$ cat config.mk
export PLATFORM = sky130hd
export DESIGN_NAME = rx_comando_valvula
export DESIGN_NICKNAME = d
export VERILOG_FILES = /design/src/rtl/rx_comando_valvula.sv
export SDC_FILE = /design/constraint.sdc
export NUM_CORES = 1
export LEC_CHECK = 0
export CAP_MARGIN = 40
export CORE_MARGIN = 2
export CORE_UTILIZATION = 50
export DETAILED_ROUTE_END_ITERATION = 12
export PLACE_DENSITY = 0.7
export SLEW_MARGIN = 20
export SYNTH_ARGS = -nofsm -noshare
export SYNTH_HDL_FRONTEND = slang
export SYNTH_SLANG_ARGS = --single-unit
export TNS_END_PERCENT = 5
$ cat constraint.sdc
create_clock -name clock -period 2.2 [get_ports clock]
set_input_delay 0.44 -clock clock [delete_from_list [all_inputs] [get_ports clock]]
set_output_delay 0.44 -clock clock [all_outputs]
set_load 0.005 [all_outputs]
$ cat src/rtl/rx_comando_valvula.sv
// -----------------------------------------------------------------------------
// rx_comando_valvula
//
// UART receiver and single-character command decoder for the RX line of the
// water-level controller. Bytes from the remote operator are deserialised
// and ASCII commands become one-cycle valve open/close pulses plus a
// manual-mode level that feed the valve logic.
//
// Build option:
//   RX_PARIDADE_EN  defined   -> frame is 8E1; parity bit checked.
//                   undefined -> frame is 8N1; erro_paridade tied to 0.
//
// Parameters:
//   CICLOS_POR_BIT  clock cycles per serial bit (>= 4)
//   MEIO_BIT        cycles from start-bit falling edge to first mid-bit sample
//
// Ports:
//   clock          in   system clock
//   reset          in   asynchronous active-high reset
//   RX             in   asynchronous serial line, idle high
//   cmd_abre       out  one-cycle pulse: open valve
//   cmd_fecha      out  one-cycle pulse: close valve
//   modo_manual    out  level: remote manual control active
//   dado_recebido  out  last byte received without error
//   pronto_rx      out  one-cycle pulse: valid byte received
//   cmd_invalido   out  one-cycle pulse: valid byte that is not a command
//   erro_quadro    out  one-cycle pulse: stop bit sampled low
//   erro_paridade  out  one-cycle pulse: parity mismatch
//   db_estado      out  current FSM state code
// -----------------------------------------------------------------------------
module rx_comando_valvula #(
    parameter int CICLOS_POR_BIT = 434,
    parameter int MEIO_BIT       = CICLOS_POR_BIT / 2
) (
    input  logic       clock,
    input  logic       reset,
    input  logic       RX,
    output logic       cmd_abre,
    output logic       cmd_fecha,
    output logic       modo_manual,
    output logic [7:0] dado_recebido,
    output logic       pronto_rx,
    output logic       cmd_invalido,
    output logic       erro_quadro,
    output logic       erro_paridade,
    output logic [3:0] db_estado
);

    localparam int CW = $clog2(CICLOS_POR_BIT) + 1;
    localparam logic [CW-1:0] RECARGA_BIT  = CW'(CICLOS_POR_BIT - 1);
    localparam logic [CW-1:0] RECARGA_MEIO = CW'(MEIO_BIT - 1);

    typedef enum logic [3:0] {
        OCIOSO      = 4'd0,
        INICIO      = 4'd1,
        DADOS       = 4'd2,
        PARIDADE    = 4'd3,
        PARADA      = 4'd4,
        DECODIFICA  = 4'd5,
        ESPERA_ALTO = 4'd6
    } estado_t;

    estado_t       r_estado;
    estado_t       w_prox;

    logic          r_rx_s1;
    logic          r_rx_s2;
    logic          r_rx_ant;
    logic [CW-1:0] r_cnt;
    logic [2:0]    r_nbit;
    logic [7:0]    r_shift;
    logic [7:0]    r_dado;
    logic          r_modo;
    logic          r_abre;
    logic          r_fecha;
    logic          r_pronto;
    logic          r_invalido;
    logic          r_erro_quadro;

    logic          w_borda;
    logic          w_amostra;
    logic          w_carrega_meio;
    logic          w_carrega_bit;
    logic          w_desloca;
    logic          w_carga_dado;
    logic          w_modo_prox;
    logic          w_abre;
    logic          w_fecha;
    logic          w_pronto;
    logic          w_invalido;
    logic          w_erro_quadro;
    logic          w_byte_ok;

`ifdef RX_PARIDADE_EN
    logic          r_par_falha;
    logic          r_erro_par;
    logic          w_amostra_par;
    logic          w_erro_par;
`endif

    // Two-flop synchroniser plus one delayed copy for edge detection.
    // Idle-high reset values keep a reset release from looking like a start.
    always_ff @(posedge clock or posedge reset) begin
        if (reset) begin
            r_rx_s1  <= 1'b1;
            r_rx_s2  <= 1'b1;
            r_rx_ant <= 1'b1;
        end else begin
            r_rx_s1  <= RX;
            r_rx_s2  <= r_rx_s1;
            r_rx_ant <= r_rx_s2;
        end
    end

    assign w_borda   = r_rx_ant & ~r_rx_s2;
    assign w_amostra = (r_cnt == '0);

    always_ff @(posedge clock or posedge reset) begin
        if (reset) begin
            r_estado <= OCIOSO;
        end else begin
            r_estado <= w_prox;
        end
    end

    // Byte decoding is evaluated on the stop-bit sample and registered, so
    // every result pulse and the new dado_recebido are visible together for
    // exactly the DECODIFICA cycle. modo_manual cannot change between the
    // stop sample and DECODIFICA, so gating A/F on it here is equivalent.
    always_comb begin
        w_prox         = r_estado;
        w_carrega_meio = 1'b0;
        w_carrega_bit  = 1'b0;
        w_desloca      = 1'b0;
        w_carga_dado   = 1'b0;
        w_modo_prox    = r_modo;
        w_abre         = 1'b0;
        w_fecha        = 1'b0;
        w_pronto       = 1'b0;
        w_invalido     = 1'b0;
        w_erro_quadro  = 1'b0;
        w_byte_ok      = 1'b0;
`ifdef RX_PARIDADE_EN
        w_amostra_par  = 1'b0;
        w_erro_par     = 1'b0;
`endif

        case (r_estado)
            OCIOSO: begin
                if (w_borda) begin
                    w_prox         = INICIO;
                    w_carrega_meio = 1'b1;
                end
            end

            INICIO: begin
                if (w_amostra) begin
                    if (!r_rx_s2) begin
                        w_prox        = DADOS;
                        w_carrega_bit = 1'b1;
                    end else begin
                        w_prox = OCIOSO;
                    end
                end
            end

            DADOS: begin
                if (w_amostra) begin
                    w_desloca     = 1'b1;
                    w_carrega_bit = 1'b1;
                    if (r_nbit == 3'd7) begin
`ifdef RX_PARIDADE_EN
                        w_prox = PARIDADE;
`else
                        w_prox = PARADA;
`endif
                    end
                end
            end

            PARIDADE: begin
`ifdef RX_PARIDADE_EN
                if (w_amostra) begin
                    w_amostra_par = 1'b1;
                    w_carrega_bit = 1'b1;
                    w_prox        = PARADA;
                end
`else
                w_prox = OCIOSO;
`endif
            end

            PARADA: begin
                if (w_amostra) begin
                    if (r_rx_s2) begin
                        w_prox = DECODIFICA;
`ifdef RX_PARIDADE_EN
                        w_erro_par = r_par_falha;
                        w_byte_ok  = ~r_par_falha;
`else
                        w_byte_ok  = 1'b1;
`endif
                    end else begin
                        w_erro_quadro = 1'b1;
                        w_prox        = ESPERA_ALTO;
                    end
                end
            end

            DECODIFICA: begin
                w_prox = OCIOSO;
            end

            ESPERA_ALTO: begin
                if (r_rx_s2) begin
                    w_prox = OCIOSO;
                end
            end

            default: begin
                w_prox = OCIOSO;
            end
        endcase

        if (w_byte_ok) begin
            w_pronto     = 1'b1;
            w_carga_dado = 1'b1;
            case (r_shift)
                8'h4D, 8'h6D: w_modo_prox = 1'b1;
                8'h55, 8'h75: w_modo_prox = 1'b0;
                8'h41, 8'h61: w_abre      = r_modo;
                8'h46, 8'h66: w_fecha     = r_modo;
                default:      w_invalido  = 1'b1;
            endcase
        end
    end

    // Bit timing: counter reloads on every sample and counts down to zero.
    always_ff @(posedge clock or posedge reset) begin
        if (reset) begin
            r_cnt <= '0;
        end else if (w_carrega_meio) begin
            r_cnt <= RECARGA_MEIO;
        end else if (w_carrega_bit) begin
            r_cnt <= RECARGA_BIT;
        end else if (r_cnt != '0) begin
            r_cnt <= r_cnt - 1'b1;
        end
    end

    // LSB-first shift register and data-bit index.
    always_ff @(posedge clock or posedge reset) begin
        if (reset) begin
            r_shift <= '0;
            r_nbit  <= '0;
        end else begin
            if (w_carrega_meio) begin
                r_nbit <= '0;
            end else if (w_desloca) begin
                r_nbit <= r_nbit + 1'b1;
            end
            if (w_desloca) begin
                r_shift <= {r_rx_s2, r_shift[7:1]};
            end
        end
    end

    always_ff @(posedge clock or posedge reset) begin
        if (reset) begin
            r_dado        <= '0;
            r_modo        <= 1'b0;
            r_abre        <= 1'b0;
            r_fecha       <= 1'b0;
            r_pronto      <= 1'b0;
            r_invalido    <= 1'b0;
            r_erro_quadro <= 1'b0;
        end else begin
            if (w_carga_dado) begin
                r_dado <= r_shift;
            end
            r_modo        <= w_modo_prox;
            r_abre        <= w_abre;
            r_fecha       <= w_fecha;
            r_pronto      <= w_pronto;
            r_invalido    <= w_invalido;
            r_erro_quadro <= w_erro_quadro;
        end
    end

`ifdef RX_PARIDADE_EN
    // Even parity: the parity bit must equal the XOR of the data bits.
    always_ff @(posedge clock or posedge reset) begin
        if (reset) begin
            r_par_falha <= 1'b0;
            r_erro_par  <= 1'b0;
        end else begin
            if (w_amostra_par) begin
                r_par_falha <= (r_rx_s2 != (^r_shift));
            end
            r_erro_par <= w_erro_par;
        end
    end

    assign erro_paridade = r_erro_par;
`else
    assign erro_paridade = 1'b0;
`endif

    assign cmd_abre      = r_abre;
    assign cmd_fecha     = r_fecha;
    assign modo_manual   = r_modo;
    assign dado_recebido = r_dado;
    assign pronto_rx     = r_pronto;
    assign cmd_invalido  = r_invalido;
    assign erro_quadro   = r_erro_quadro;
    assign db_estado     = r_estado;

endmodule

==> summary.txt, run 1 <==
Routing
  – DRT iter0 DRCs: 158
  – Top Layer Used: met4
  – Met3 routed WL: 137 um
  – Metal2 WL: 1.83 mm
  – Drt drc: 0
  – Vias/cell: 5.75
  – Drt first pass iters: 4
  – Post-route ant nets: 0
  – Vias: 1,374
  – Drt wl/cell: 15.2 um
  – WL met1: 1.61 mm
  – Total routed wirelength: 3.64 mm

GRT
  – Number of global-route vias before repair: 1,399
  – GRT Resource Usage Total: 19.6%
  – Initial antenna violation count: 0
  – Largest net degree at the start of global routing: 42
  – Grt total ovfl: 0
  – First-pass GRT wire length: 6.38 mm

Power
  – Switch share: 29.3%
  – P_int: 1.39 mW
  – LEAKAGE: 1.01 nW
  – Net switching power: 0.574 mW
  – Clock power share: 31.7%
  – Max VDD drop: 0.520 mV
  – Sequential share of power: 49.9%
  – Total power per unit cell area: 877 mW/mm2
  – Comb pwr share: 18.4%

Worst setup path
  – WP data required: 2.38 ns
  – CP bufs+invs: 1
  – Nature of the critical path startpoint: register
  – CP max stage cell: or4b_4
  – Crit-path leading delay family: simple AND/OR/NAND/NOR gates
  – Crit path DAT: 2.24 ns
  – CP endpoint kind: register
  – Critical Path, Cell by Cell: inv_1 > ha_1 > or4b_4 > nor2_4 > nand3_4 > mux2_2
  – Worst path max stage delay: 0.53 ns
  – Crit-path max FO: 10
  – WS Path Type: reg2reg

Finish
  – Layout cells sized above 1: 17.3%
  – N_diodes: 0
  – Layout Nets: 196
  – Finished Layout Cells: 239
  – P&R area growth vs syn: 18.0%

Synth
  – Leading area contributor after synthesis: dfrtp_1
  – Post-synth EDFFs: 0
  – Synth top area share: 50.2%
  – Sequential share of the synthesized area: 54.4%
  – Top-count cell post-synth: dfrtp_1
  – Most area-consuming cells after synthesis: dfrtp_1 50%, mux2_2 8.3%, dfstp_2 4.2%
  – Syn Std Cell Area: 0.00189 mm2
  – Predominant post-synthesis flop cell: dfrtp_1
  – Yosys synthesis warning count: 0
  – Async set-reset flop share out of synthesis: 100%
  – Number of synthesized register bits: 41
  – Synth cell types: 48
  – Avg Cell Area, Syn: 11.1 um2
  – Mapped Cells: 170
  – Synth cell count leaders: 38 x dfrtp_1, 14 x mux2_2, 11 x inv_1, 11 x nor2_1, 11 x o21ai_0

STA
  – RSZ-0062 raised after global routing: false
  – Final period util: 94.0%
  – Worst slew pin tran: 0.568 ns
  – Min cycle time layout: 2.07 ns
  – Slew HR: 62.0%
  – Clk_skew: 0.00534 ns
  – TNS Setup: 0 ns
  – Slew Limit Fails: 0
  – PnR worst setup slack: 0.131 ns
  – Fmax: 483 MHz
  – Endpoints failing setup: 0
  – Final hold viol count: 0

Worst hold path
  – Hold/Removal Path Class: reg2reg

Placement
  – Inst Count DP: 231
  – Placer Congestion: 0.939
  – Half-perimeter wire length after placement: 2.50 mm
  – Setup WS pre-CTS: 0.156 ns
  – Port-buffer cells: 19

Die
  – Die width: 65.6 um
  – Die area: 0.00430 mm2
  – Die height: 65.6 um
  – Core Rows: 22
  – Ports: 22
  – Core area: 0.00366 mm2
  – Initial core utilization: 51.7%

CTS
  – Skew-Pair Late Insertion Delay: 0.29 ns
  – Root Driver: clkbuf_8
  – Num CTS Buffers: 5
  – Maximum buffer depth of the clock tree: 2
  – CTS resizes: 0
  – CTS sink count: 41
  – CTS HTree Levels: 2
  – CTS tree: built
  – Setup bufs post-CTS: 0
  – Clock transition at path regs: 0.07 ns
  – Hold buffers post-CTS: 0

Status
  – Status: finished clean

Run
  – Max cap viols: 0
-- layout by cell type, fill, tap and decap left out, types with 2 or more instances in the layout --
master / Yosys / layout
a21oi_1: 9 / 9
a41oi_1: 2 / 2
buf_4: 2 / 2
clkbuf_8: 0 / 6
clkdlybuf4s50_1: 0 / 19
conb_1: 1 / 2
dfrtp_1: 38 / 38
dfstp_2: 3 / 3
ha_1: 3 / 3
inv_1: 11 / 11
mux2_2: 14 / 14
nand2_1: 5 / 5
nand2b_1: 2 / 2
nand3_1: 7 / 7
nand3b_1: 2 / 2
nand4_1: 3 / 3
nor2_1: 11 / 11
nor3_1: 7 / 7
o21ai_0: 11 / 11
or4_1: 2 / 2
xnor2_1: 3 / 3
-- registers in the layout, summed over array words and instances, names as in the netlist --
name and count:
modo_manual 1, cmd_abre 1, erro_quadro 1, r_rx_ant 1, r_shift 8, r_rx_s2 1
cmd_invalido 1, r_rx_s1 1, cmd_fecha 1, r_nbit 3, db_estado 3, dado_recebido 8
pronto_rx 1, r_cnt 10
-- path summary, 6_finish.rpt --
| path | from | endpoint | slack [ns] | depth (start not counted) |
|---|---|---|---|---|
| setup / recovery | r_cnt[0] | dado_recebido[0] | 0.13 | 6 |
| hold / removal | r_rx_s1 | r_rx_s2 | 0.36 | 0 |
| setup reg to reg | r_cnt[0] | dado_recebido[0] | 0.13 | 6 |
| hold reg to reg | r_rx_s1 | r_rx_s2 | 0.36 | 0 |
| max in group asynchronous | reset | r_rx_ant | 1.25 | 3 |
| min in group asynchronous | reset | pronto_rx | 0.57 | 3 |
-- area by class of cell --
type / instances / area (um2)
well taps: 48 / 60.1
fillers: 312 / 1430
repair buffers: 21 / 205
multi-input cells: 110 / 783
clock inverters: 1 / 30.0
flip-flops and latches: 41 / 1030
inverters: 11 / 41.3
clock buffers: 7 / 86.3
-- power by group through the flow --
stage / clock network [mW] / registers [mW] / logic [mW]
after floorplan: 0 / 0.953 / 0.299
after global placement: 0 / 0.977 / 0.339
after detailed placement: 0 / 0.992 / 0.359
after CTS: 0.630 / 0.977 / 0.362
after global routing: 0.663 / 0.996 / 0.411
final: 0.621 / 0.979 / 0.361
-- kinds of logic after synthesis --
group / Yosys count / share of synthesized area [%]
flops: 41 / 54.4
mux: 14 / 8.32
other cells: 1 / 0.198
simple gates: 53 / 17.2
buf+inv: 20 / 4.49
xor+xnor: 4 / 1.85
compound gates: 34 / 11.6
fa+ha+maj: 3 / 1.98
-- per-layer routing --
metal  GRT usage [%]  up-vias
met3            3.60        6
met5               0        -
met1            23.7      693
met2            33.5       31
li1                -      644
met4            9.90        0
-- worst register-to-register path, stage by stage (launching register included) --
cell and delay [ns]:
dfrtp_1 0.40, inv_1 0.10, ha_1 0.22, or4b_4 0.53
nor2_4 0.20, nand3_4 0.17, mux2_2 0.33
-- metrics by stage --
stage               hold slack, ns  area [um2]  total power, mW  util [%]
floorplan                    0.345        1900             1.25         -
global placement             0.347        2120             1.32      57.9
detailed placement           0.347        2120             1.35      57.9
CTS                          0.358        2240             1.97      61.1
global route                 0.362        2240             2.07      61.1
finish                       0.359        2240             1.96      61.1
No activity file was read; power rests on OpenSTA's default activity.
==> run 2, diff against run 1 <==
CTS_BUF_LIST = sky130_fd_sc_hd__clkbuf_8   (was not set)
SETUP_SLACK_MARGIN = 0.15   (was not set)
==> run 2 against run 1 <==
Routed wire length up 4.0%; utilization increased by 0.51 points; maximum frequency rose by 0.38%; sequential power about the same; critical path depth did not move; highest routed layer unchanged.
==> summary.txt, run 2 (same netlist as run 1, synthesis figures left out) <==
STA
  – Final hold viol count: 0 (unchanged)
  – Min cycle time layout: 2.06 ns (-0.00786 ns)
  – Fmax: 485 MHz (+0.38%)
  – Slew Limit Fails: 0 (unchanged)
  – TNS Setup: 0 ns (unchanged)
  – Final period util: 93.7% (-0.36 points)
  – Slew HR: 50.5% (-12 points)
  – RSZ-0062 raised after global routing: true
  – Clk_skew: 0.00620 ns (+0.000859 ns)
  – Worst slew pin tran: 0.740 ns (+0.172 ns)
  – PnR worst setup slack: 0.139 ns (+0.00786 ns)
  – Endpoints failing setup: 0 (unchanged)
  – Hold slack final: 0.358 ns (-0.000286 ns)

GRT
  – Initial antenna violation count: 0 (unchanged)
  – Number of global-route vias before repair: 1,409 (+0.71%)
  – GRT Resource Usage Total: 20.2% (+0.59 points)
  – Grt total ovfl: 0 (unchanged)
  – First-pass GRT wire length: 6.53 mm (+2.4%)
  – Largest net degree at the start of global routing: 42 (unchanged)

CTS
  – Hold buffers post-CTS: 0 (unchanged)
  – Clock transition at path regs: 0.07 ns (about the same)
  – Maximum buffer depth of the clock tree: 2 (unchanged)
  – Root Driver: clkbuf_8
  – Setup bufs post-CTS: 0 (unchanged)
  – Skew-Pair Late Insertion Delay: 0.29 ns (about the same)
  – CTS tree: built
  – CTS HTree Levels: 2 (unchanged)
  – CTS sink count: 41 (unchanged)
  – Num CTS Buffers: 5 (unchanged)

Finish
  – N_diodes: 0 (unchanged)
  – Most flops, register: r_cnt
  – P&R area growth vs syn: 19.0%
  – Layout cells sized above 1: 18.2% (+0.95 points)
  – Max reg flops: 10 (unchanged)
  – Most frequent cells in the layout: 38 x dfrtp_1, 19 x clkdlybuf4s50_1, 14 x mux2_2
  – Most common cell after layout, fill and taps aside: dfrtp_1
  – Layout Nets: 197 (+0.51%)
  – Layout Utilization: 61.6% (+0.51 points)

Die
  – Core Rows: 22 (unchanged)
  – Core area: 0.00366 mm2 (unchanged)
  – Initial core utilization: 51.7% (unchanged)
  – Ports: 22 (unchanged)
  – Die height: 65.6 um (unchanged)
  – Die width: 65.6 um (unchanged)
  – Die area: 0.00430 mm2 (unchanged)

Placement
  – Half-perimeter wire length after placement: 2.50 mm (unchanged)
  – Setup WS pre-CTS: 0.156 ns (unchanged)
  – Placer Congestion: 0.939 (unchanged)
  – Port-buffer cells: 19 (unchanged)

Worst setup path
  – Crit-path max FO: 5 (-5)
  – CP bufs+invs: 1 (unchanged)
  – CP endpoint kind: register
  – R2R cell count: 6 (unchanged)
  – CP max stage cell: or4b_4
  – Critical Path, Cell by Cell: inv_1 > ha_1 > or4b_4 > nor2_4 > nand3_4 > mux2_2
  – Worst path max stage delay: 0.53 ns (about the same)
  – WS Path Type: reg2reg
  – Crit-path leading delay family: simple AND/OR/NAND/NOR gates
  – Crit path DAT: 2.23 ns (about the same)
  – WP data required: 2.37 ns (about the same)
  – Nature of the critical path startpoint: register
  – Critical path depth in cells: 6 (unchanged)

Routing
  – Drt drc: 0 (unchanged)
  – Drt first pass iters: 4 (unchanged)
  – Post-route ant nets: 0 (unchanged)
  – Vias/cell: 5.75 (about the same)
  – Total routed wirelength: 3.78 mm (+4.0%)
  – DRT iter0 DRCs: 142 (-10%)
  – Drt wl/cell: 15.8 um (+3.6%)
  – Vias: 1,379 (+0.36%)

Status
  – Status: finished clean

Worst hold path
  – Worst hold stages: 0 (unchanged)
  – Hold/Removal Path Class: reg2reg

Power
  – Total power per unit cell area: 872 mW/mm2 (-0.51%)
  – LEAKAGE: 1.01 nW (+0.38%)
  – Max VDD drop: 0.496 mV (-4.6%)
  – Tot Pwr: 1.97 mW (+0.32%)

Run
  – Max cap viols: 0 (unchanged)
-- run 2: through the flow --
stage	instance area, um2	instances
2_1_floorplan	1900	171
3_3_place_gp	2120	231
3_5_place_dp	2120	231
4_1_cts	2250	240
5_1_grt	2250	240
6_report	2250	240
-- run 2: where the power goes --
group | total (mW) | switching (mW) | internal, mW
Clock | 0.615 | 0.249 | 0.365
Combinational | 0.374 | 0.213 | 0.161
Sequential | 0.978 | 0.122 | 0.855
-- run 2: final timing paths --
check	start	to	slack, ns
setup / recovery	r_cnt[0]	dado_recebido[0]	0.14
hold / removal	r_rx_s1	r_rx_s2	0.36
setup reg to reg	r_cnt[0]	dado_recebido[0]	0.14
hold reg to reg	r_rx_s1	r_rx_s2	0.36
max in group asynchronous	reset	r_rx_s2	1.25
min in group asynchronous	reset	r_cnt[7]	0.58
-- run 2: cell type report --
class | count | area [um2]
Inverter | 11 | 41.3
Tap cell | 48 | 60.1
Sequential cell | 41 | 1030
Multi-Input combinational cell | 111 | 802
Timing Repair Buffer | 21 | 205
Fill cell | 305 | 1410
Clock inverter | 2 | 33.8
Clock buffer | 6 | 82.6
-- run 2: metal layers --
layer,vias up,part of all wire [%],global-route usage [%]
li1,649,-,-
met4,0,1.4,9.90
met2,28,52,33.9
met3,6,3.8,3.60
met1,696,43,25.2
met5,-,0,0
-- run 2: timing repair --
item / in CTS / in global routing
pin swaps: 2 / 0
resized for setup: 1 / 1
endpoints found under the setup margin: 8 / 17
gates cloned: 1 / 0
-- run 2: worst register-to-register path, cell delays in order (launching register included) --
cell	delay, ns
dfrtp_1	0.40
inv_1	0.10
ha_1	0.22
or4b_4	0.53
nor2_4	0.22
nand3_4	0.15
mux2_2	0.32
==> run 3, diff against run 2 <==
REMOVE_ABC_BUFFERS = 1   (was not set)
TNS_END_PERCENT = not set   (was 5)
==> run 3 against run 2 <==
First-iteration DRC count decreased by 44%; critical endpoint is now dado_recebido[6]; utilization rose by 0.58 points; non-clock buffer count up 2; maximum frequency increased by 2.7%; clock power fell by 2%; highest routed layer unchanged; flip-flop and latch count stayed put; design area grew 0.94%; sequential share of layout area down 0.43 points; global-route usage is 2.1 points lower; largest power group unchanged; sequential power decreased by 0.4%.
==> summary.txt, run 3 (same netlist as run 1, synthesis figures left out) <==
CTS
  – Clock transition at path regs: 0.07 ns (about the same)
  – CTS HTree Levels: 2 (unchanged)
  – CTS tree: built
  – Num CTS Buffers: 5 (unchanged)
  – CTS sink count: 41 (unchanged)
  – Maximum buffer depth of the clock tree: 2 (unchanged)
  – Root Driver: clkbuf_8
  – Skew-Pair Late Insertion Delay: 0.29 ns (about the same)

Finish
  – Most flops, register: r_cnt
  – N_diodes: 0 (unchanged)
  – Reg area: 0.00103 mm2 (unchanged)
  – Layout cells sized above 1: 19.6% (+1.4 points)
  – Final Cell Area: 0.00228 mm2 (+0.94%)
  – Max reg flops: 10 (unchanged)
  – Layout Nets: 199 (+1.0%)
  – P&R area growth vs syn: 20.1%
  – Most common cell after layout, fill and taps aside: dfrtp_1
  – Fillers: 300 (-1.6%)
  – Multi-input logic area: 808 um2 (+0.78%)
  – Most frequent cells in the layout: 38 x dfrtp_1, 19 x clkdlybuf4s50_1, 14 x mux2_2

GRT
  – Number of global-route vias before repair: 1,293 (-8.2%)
  – Largest net degree at the start of global routing: 42 (unchanged)
  – First-pass GRT wire length: 5.88 mm (-10%)
  – Initial antenna violation count: 0 (unchanged)
  – GRT Resource Usage Total: 18.1% (-2.1 points)
  – Grt total ovfl: 0 (unchanged)

Placement
  – Dpl cell area: 0.00213 mm2 (+0.35%)
  – Half-perimeter wire length after placement: 2.44 mm (-2.5%)
  – Port-buffer cells: 19 (unchanged)
  – Placer Congestion: 0.919 (-2.1%)

Power
  – Switch share: 29.1% (-0.65 points)
  – Net switching power: 0.576 mW (-1.4%)
  – LEAKAGE: 1.02 nW (+0.54%)
  – Sequential share of power: 49.2% (-0.5 points)
  – Max VDD drop: 0.472 mV (-5.0%)
  – Tot Pwr: 1.98 mW (+0.76%)
  – Total power per unit cell area: 871 mW/mm2 (-0.19%)
  – Clock power share: 30.4% (-0.8 points)
  – P_int: 1.40 mW (+1.7%)
  – Comb pwr share: 20.4% (+1.4 points)

STA
  – Worst slew pin tran: 0.502 ns (-0.238 ns)
  – Clk_skew: 0.00841 ns (+0.00221 ns)
  – Final hold viol count: 0 (unchanged)
  – Slew Limit Fails: 0 (unchanged)
  – Endpoints failing setup: 0 (unchanged)
  – Fmax: 499 MHz (+2.7%)
  – RSZ-0062 raised after global routing: true
  – Slew HR: 66.5% (+16 points)
  – Min cycle time layout: 2.01 ns (-0.0549 ns)
  – TNS Setup: 0 ns (unchanged)
  – Hold slack final: 0.358 ns (-0.000364 ns)
  – Final period util: 91.2% (-2.5 points)

Worst hold path
  – Hold_sp: r_rx_s1
  – Hold/Removal Path Class: reg2reg

Routing
  – Vias/cell: 5.60 (-2.6%)
  – Drt first pass iters: 4 (unchanged)
  – Total routed wirelength: 3.60 mm (-4.8%)
  – Post-route ant nets: 0 (unchanged)
  – Vias: 1,355 (-1.7%)
  – Drt drc: 0 (unchanged)
  – DRT iter0 DRCs: 79 (-44%)
  – Drt wl/cell: 14.9 um (-5.5%)

Run
  – Max cap viols: 0 (unchanged)

Worst setup path
  – Source of the critical timing path: r_cnt[0]
  – Nature of the critical path startpoint: register
  – WP data required: 2.37 ns (about the same)
  – WS Path Type: reg2reg
  – Crit path DAT: 2.17 ns (-0.06 ns)
  – R2R Path Start: r_cnt[0]
  – Crit-path max FO: 5 (unchanged)
  – CP endpoint kind: register

Die
  – Ports: 22 (unchanged)
  – Core area: 0.00366 mm2 (unchanged)
  – Die width: 65.6 um (unchanged)
  – Initial core utilization: 51.7% (unchanged)
  – Die area: 0.00430 mm2 (unchanged)
  – Core Rows: 22 (unchanged)
  – Die height: 65.6 um (unchanged)

Status
  – Status: finished clean
## run 3: changes by cell type in the layout (fill, tap and decap cells not counted)
| cell | delta |
|---|---|
| and3_2 | -1 |
| ha_1 | -1 |
| and3_4 | +1 |
| ha_2 | +1 |
| buf_4 | +2 |
## run 3: final cells by class
class                      count  share of cell area, %
sequential                    41                   45.2
multi-input combinational    111                   35.5
timing repair buffer          23                   9.68
clock buffer                   6                   3.63
tap                           48                   2.64
inverter                      11                   1.81
clock inverter                 2                   1.48
## run 3: layer usage
metal / routed length [um] / GRT usage (%) / vias up
li1: - / - / 659
met1: 1560 / 22.4 / 658
met2: 1830 / 28.7 / 29
met3: 124 / 5.31 / 9
met4: 87 / 9.64 / 0
met5: 0 / 0 / -
## run 3: per-stage QoR
stage | util, % | std cells | setup slack (ns)
final | 62.2 | 242 | 0.194
after global routing | 62.2 | 242 | 0.112
after CTS | 61.3 | 240 | 0.164
after detailed placement | 58.1 | 232 | 0.175
after global placement | 58.1 | 232 | 0.257
after floorplan | - | 162 | 0.303
## run 3: critical path, stage by stage (launching register included)
cell and delay (ns):
dfrtp_1 0.40, inv_1 0.10, ha_2 0.21, or4b_4 0.51
nor2_4 0.23, nand3_4 0.15, mux2_2 0.29
## run 3: worst paths after layout
kind	to	slack, ns	depth (start not counted)
worst max-delay path	dado_recebido[6]	0.19	6
worst min-delay path	r_rx_s2	0.36	0
worst max register to register	dado_recebido[6]	0.19	6
worst min register to register	r_rx_s2	0.36	0
max in group asynchronous	r_rx_s1	1.25	3
min in group asynchronous	pronto_rx	0.58	3
## run 3: what timing repair did
action                     4_1_cts  5_1_grt
setup buffers                    0        1
setup endpoints to repair        0       15
hold buffers                     0        0
resized for setup                0        4
## run 3: power by group through the flow
stage	logic [mW]	clock network (mW)	registers [mW]
3_3_place_gp	0.362	0	0.981
3_5_place_dp	0.377	0	0.985
4_1_cts	0.382	0.622	0.972
2_1_floorplan	0.291	0	0.956
5_1_grt	0.446	0.656	0.990
6_report	0.405	0.603	0.974
